==> src/rtl/distram_fifo64_pkg.sv <==
// Shared sizing constants and pointer helper for the 64-deep distributed-RAM FIFO.
package distram_fifo64_pkg;
    localparam int FIFO64_DEPTH = 64;
    localparam int FIFO64_PTR_W = 6;
    localparam int FIFO64_CNT_W = 7;

    // Pointers are exactly log2(depth) bits wide, so wrap 63->0 is natural overflow.
    function automatic logic [FIFO64_PTR_W-1:0] ptr_inc(input logic [FIFO64_PTR_W-1:0] ptr);
        return ptr + FIFO64_PTR_W'(1);
    endfunction
endpackage

==> src/rtl/distram64d.sv <==
// Simple dual-port 64xWIDTH distributed RAM: one 64x1 slice per data bit,
// synchronous write port, asynchronous read port.
module distram64d
    import distram_fifo64_pkg::*;
#(
    parameter int WIDTH = 32
) (
    input  logic                    clk,
    input  logic                    we,
    input  logic [FIFO64_PTR_W-1:0] wr_addr,
    input  logic [WIDTH-1:0]        wr_data,
    input  logic [FIFO64_PTR_W-1:0] rd_addr,
    output logic [WIDTH-1:0]        rd_data
);
    genvar gi;
    generate
        for (gi = 0; gi < WIDTH; gi++) begin : g_bit
            // Each slice has the shape of a RAM64X1D: shared write address, separate read address.
            logic mem_reg [FIFO64_DEPTH];

            always_ff @(posedge clk) begin
                if (we) begin
                    mem_reg[wr_addr] <= wr_data[gi];
                end
            end

            assign rd_data[gi] = mem_reg[rd_addr];
        end
    endgenerate
endmodule

==> src/rtl/distram_fifo64.sv <==
// 64-word first-word-fall-through FIFO: pointer, count and control logic around
// a distributed RAM with asynchronous read.
module distram_fifo64
    import distram_fifo64_pkg::*;
#(
    parameter int WIDTH = 32
) (
    input  logic                    clk,
    input  logic                    reset,
    input  logic                    clear,
    input  logic [WIDTH-1:0]        wr_data,
    input  logic                    wr_en,
    output logic                    wr_ready,
    output logic [WIDTH-1:0]        rd_data,
    output logic                    rd_valid,
    input  logic                    rd_en,
    output logic [FIFO64_CNT_W-1:0] count
);
    logic [FIFO64_PTR_W-1:0] wr_ptr_reg;
    logic [FIFO64_PTR_W-1:0] rd_ptr_reg;
    logic [FIFO64_CNT_W-1:0] count_reg;
    logic [FIFO64_CNT_W-1:0] count_next;
    logic                    push;
    logic                    pop;
    logic                    ram_we;

    // Flags come from the registered count only, so a push into a full FIFO is
    // refused even when a pop happens on the same edge.
    assign wr_ready = (count_reg != FIFO64_CNT_W'(FIFO64_DEPTH));
    assign rd_valid = (count_reg != '0);
    assign push     = wr_en && wr_ready;
    assign pop      = rd_en && rd_valid;
    assign ram_we   = push && !reset && !clear;
    assign count    = count_reg;

    always_comb begin
        count_next = count_reg;
        if (push && !pop) begin
            count_next = count_reg + FIFO64_CNT_W'(1);
        end else if (pop && !push) begin
            count_next = count_reg - FIFO64_CNT_W'(1);
        end
    end

    always_ff @(posedge clk) begin
        if (reset || clear) begin
            wr_ptr_reg <= '0;
            rd_ptr_reg <= '0;
            count_reg  <= '0;
        end else begin
            if (push) begin
                wr_ptr_reg <= ptr_inc(wr_ptr_reg);
            end
            if (pop) begin
                rd_ptr_reg <= ptr_inc(rd_ptr_reg);
            end
            count_reg <= count_next;
        end
    end

    distram64d #(
        .WIDTH(WIDTH)
    ) u_ram (
        .clk     (clk),
        .we      (ram_we),
        .wr_addr (wr_ptr_reg),
        .wr_data (wr_data),
        .rd_addr (rd_ptr_reg),
        .rd_data (rd_data)
    );
endmodule

==> config.mk <==
export PLATFORM = sky130hd
export DESIGN_NAME = distram_fifo64
export DESIGN_NICKNAME = d
export VERILOG_FILES = /design/src/rtl/distram_fifo64_pkg.sv /design/src/rtl/distram64d.sv /design/src/rtl/distram_fifo64.sv
export SDC_FILE = /design/constraint.sdc
export NUM_CORES = 2
export LEC_CHECK = 0
export BUFFER_PORTS_ARGS = -buffer_cell sky130_fd_sc_hd__buf_2
export CAP_MARGIN = 20
export CORE_ASPECT_RATIO = 1.75
export CORE_MARGIN = 4
export CORE_UTILIZATION = 55
export CTS_BUF_LIST = sky130_fd_sc_hd__clkbuf_2
export DETAILED_ROUTE_END_ITERATION = 12
export PLACE_DENSITY = 0.7
export SETUP_SLACK_MARGIN = 0.1
export SYNTH_ARGS = -nofsm -noshare
export SYNTH_HDL_FRONTEND = slang
export SYNTH_SLANG_ARGS = --single-unit
==> constraint.sdc <==
create_clock -name clk -period 9.9 [get_ports clk]
set_input_delay 0.495 -clock clk [delete_from_list [all_inputs] [get_ports clk]]
set_output_delay 0.495 -clock clk [all_outputs]
set_load 0.03 [all_outputs]
==> results.env <==
BOUNDARYPINS=78
TIMING.CRITICAL_PATH.BUF_INV=3
FINAL_CLOCK_SKEW_PS=148
HTREE_LEVELS=5
DIEAREA_UM2=150000
INITIAL_CORE_UTIL_PCT=55.4
CTS.REPORTEDPATHS.CLKPINSLEW_PS=120
CP_MAX_FO=48
FINAL_MIN_PERIOD_OVER_CLOCK_PERIOD_PCT=66.5
FINAL.FILL_COUNT=9769
PLACEMENT_ROWS=183
PLACE_CONGESTION=0.840
POST_SYNTH.CELL_AREA_AVG_UM2=23.0
CTS_BUFS_INSERTED=431
POWER_DENSITY_CELLS_nW_PER_UM2=192
TIMING.FINAL.HOLD_VIOLATIONS=0
DR_WL_MET3_MM=19.2
CTS_TREE='done'
WORSTHOLDPATHTYPE='input port to register'
GRT_FIRST_PASS_WIRELENGTH_MM=300
SLEW_OF_THE_PIN_WITH_THE_LOWEST_SLEW_MARGIN_PS=1170
LEAKAGE_POWER_OF_THE_DESIGN_uW=0.0269
TIMING.CRITICAL_PATH.CELLS='buf_4 -> and2_4 -> buf_4 -> a22o_1 -> a221oi_1 -> a221oi_1 -> buf_2'
FINAL_NET_COUNT=4012
GRT-OVFL-TOTAL=0
WORST_IR_DROP_ON_VDD_uV=216
CP_PEAK_STAGE_DELAY_PS=960
SLEW-LIMIT-HEADROOM_PCT=22.0
WORSTPATHREQUIRED_PS=9410
POST-ROUTE-MIN-PERIOD_PS=6590
YS_SEQ_ELEMENTS=2073
DETAIL-ROUTE-ANTENNA-NETS=0
VIA_PER_INST=6.57
CTS_HOLD_BUF=93
FINALMAXSLEWVIOLATIONS=0
TIMING.FMAX_MHz=152
CTS_RESIZED=0
MAPPEDNETLISTAREA_UM2=78800
P_TOTAL_uW=16700
CTS_BUFFER_DEPTH=4
SYNTH_SEQ_AREA_SHARE_PCT=78.7
CRITICALPATHCATEGORY='register to output pin'
GRT_UTIL_ALL_LAYERS_PCT=28.8
NUMPORTBUFFERS=77
DIE-WIDTH_UM=294
ROUTE.MET2.WL_MM=112
FLOORPLAN.DIE.HEIGHT_UM=509
HOLD-WORST-SLACK_PS=273
COREAREA_UM2=142000
CRIT_PATH_END_KIND='output pin'
CPMAXSTAGEDELAYCELL='a221oi_1'
YS_WARNS=0
GRT_MAX_DEGREE=124
CTS_NUM_SINKS=2073
CLOCK_TREE.ROOT_CELL='clkbuf_2'
POST_ROUTE_CELLS_DRIVE_ABOVE_1_SHARE_PCT=34.5
DETAIL_ROUTE.FIRST_PASS.ITERATIONS=8
FIRST_GLOBAL_VIAS=41774
ROUTED-VIA-COUNT=40181
DRT_ITER0_MARKERS=4836
PLACE.DETAILED.HPWL_MM=115
YOSYSUNIQUECELLTYPES=45
STATUS='completed'
CLK_LATENCY_PS=1800
GRT_SETUP_UNREPAIRED='false'
TIMING.MAX_CAP.VIOLATIONS=0
CRIT_FAMILY='buffers and inverters'
DRC=0
SETUP-TNS-FINAL_PS=0
DATA_ARRIVAL_TIME_OF_THE_WORST_PATH_PS=6090
DETAIL_ROUTE.WL_PER_CELL_UM=34.6
POST-CTS-SETUP-BUFFER-COUNT=0
WL_MET1_MM=68.6
POSTLAYOUTCOREUTIL_PCT=61.1
SETUP_VIOL_COUNT_FINAL=0
STARTPOINT_TYPE='register'
FINAL-SEQ-AREA_UM2=62000
SYN_NETS=3470
AREA_DELTA_SYNTH_FINAL_PCT=10.3
DETAIL_ROUTE.WIRELENGTH_MM=212
AREA_OF_COMBINATIONAL_CELLS_WITH_MULTIPLE_INPUTS_UM2=16300
LARGEST_REG_FLOPS=2048
ANTENNA_FOUND_INITIAL=13
TOP_SIGNAL_LAYER_USED='met5'
SYN_INST=3423
[cells in the final DEF, fill, tap and decap left out, drive strengths merged, types with 3 or more instances in the layout]
cell type	instances
nand2	23
mux2i	56
a21oi	113
diode	11
nand3	9
bufinv	6
a21o	4
dfxtp	25
clkinvlp	5
nor4	3
clkinv	94
or2	4
xor2	8
edfxtp	2048
or3	5
inv	4
dlygate4sd3	84
xnor2	5
nor2b	14
a221oi	63
clkbuf	618
nor2	116
o22ai	61
a22o	58
nand4	4
buf	215
nand2b	9
ha	9
o221ai	25
mux4	512
or4	3
and2	3
nor3	7
a31oi	3
or3b	3
a211oi	9
nand3b	9
o21ai	8
[area by class of cell]
type	instances	share of cell area (%)
multi-input cells	1156	18.8
inverters	4	0.0173
flip-flops and latches	2073	71.3
well taps	1850	2.66
diodes	11	0.0317
repair buffers	299	2.92
clock buffers	618	3.56
clock inverters	105	0.697
[worst paths after layout]
check	from	endpoint	slack, ps	cells past startpoint
max	register	rd_data[17]	3310	7
min	wr_data[12]	u_ram.g_bit[12].mem_reg[54]$_DFFE_PP_	270	3
max reg2reg	count[0]$_SDFFE_PP0P_	u_ram.g_bit[26].mem_reg[27]$_DFFE_PP_	5600	6
min reg2reg	rd_ptr_reg[3]$_SDFFE_PP0N_	register	530	2
[cell usage after synthesis (all sizes together)]
cell    number  area, µm²
nor3b        2       15.0
nand3b       9       67.6
a211o        1       8.76
fa           1       20.0
clkbuf      84        315
edfxtp    2048      61500
ha           9        113
o22ai       61        382
a221oi      63        552
o21ai        8       40.0
o41a         1       11.3
nor3         7       35.0
nand2b       9       56.3
a211oi       9       67.6
or3b         3       26.3
nor2b       14       87.6
xor2         8       70.1
nor4b        1       8.76
nand2       23       86.3
and3         2       12.5
nand3        9       45.0
or2          4       25.0
or3          5       31.3
mux2i       56        561
nand4        4       25.0
a21o         4       30.0
inv          4       15.0
mux4       512      11500
dfxtp       25        500
buf        106        713
o221ai      25        219
nand4b       1       8.76
nor4         3       18.8
a21oi      113        566
nor2       116        435
a32oi        1       8.76
xnor2        5       43.8
or4          3       22.5
a31oi        3       25.0
and2         3       18.8
a22o        58        508
[layer usage]
layer  GRT usage (%)  vias to the layer above
met5               0                        -
met1            34.1                    21027
li1                -                    16079
met2            50.2                     2543
met3            5.91                      526
met4            14.5                        6
[power breakdown]
part / internal, µW / switching [µW] / total, µW
logic: 966 / 1100 / 2070
clock network: 1810 / 3090 / 4910
registers: 9650 / 50.3 / 9700
[cells by family after synthesis]
kind of cell / synth area share, %
adder cells (fa/ha/maj): 0.168
multiplexers: 15.3
flip-flops: 78.7
XOR/XNOR: 0.144
AO/OA/AOI/OAI: 3.07
AND/OR/NAND/NOR: 1.30
buffers and inverters: 1.32
[worst reg2reg max path, stage by stage, from the launching register on]
cell	delay, ps
dfxtp_1	510
nor2_1	140
a31oi_2	620
nor3b_1	590
nand3_1	710
nor2_4	640
buf_4	580
[through the flow]
step	instances	worst slack (ps)	area, µm²
2_1_floorplan	3423	5470	78800
3_3_place_gp	5281	4950	82000
3_5_place_dp	5281	4930	82000
4_1_cts	6097	3030	86700
5_1_grt	6109	2980	86900
6_report	6116	3310	86900
No activity file was read; power rests on OpenSTA's default activity.
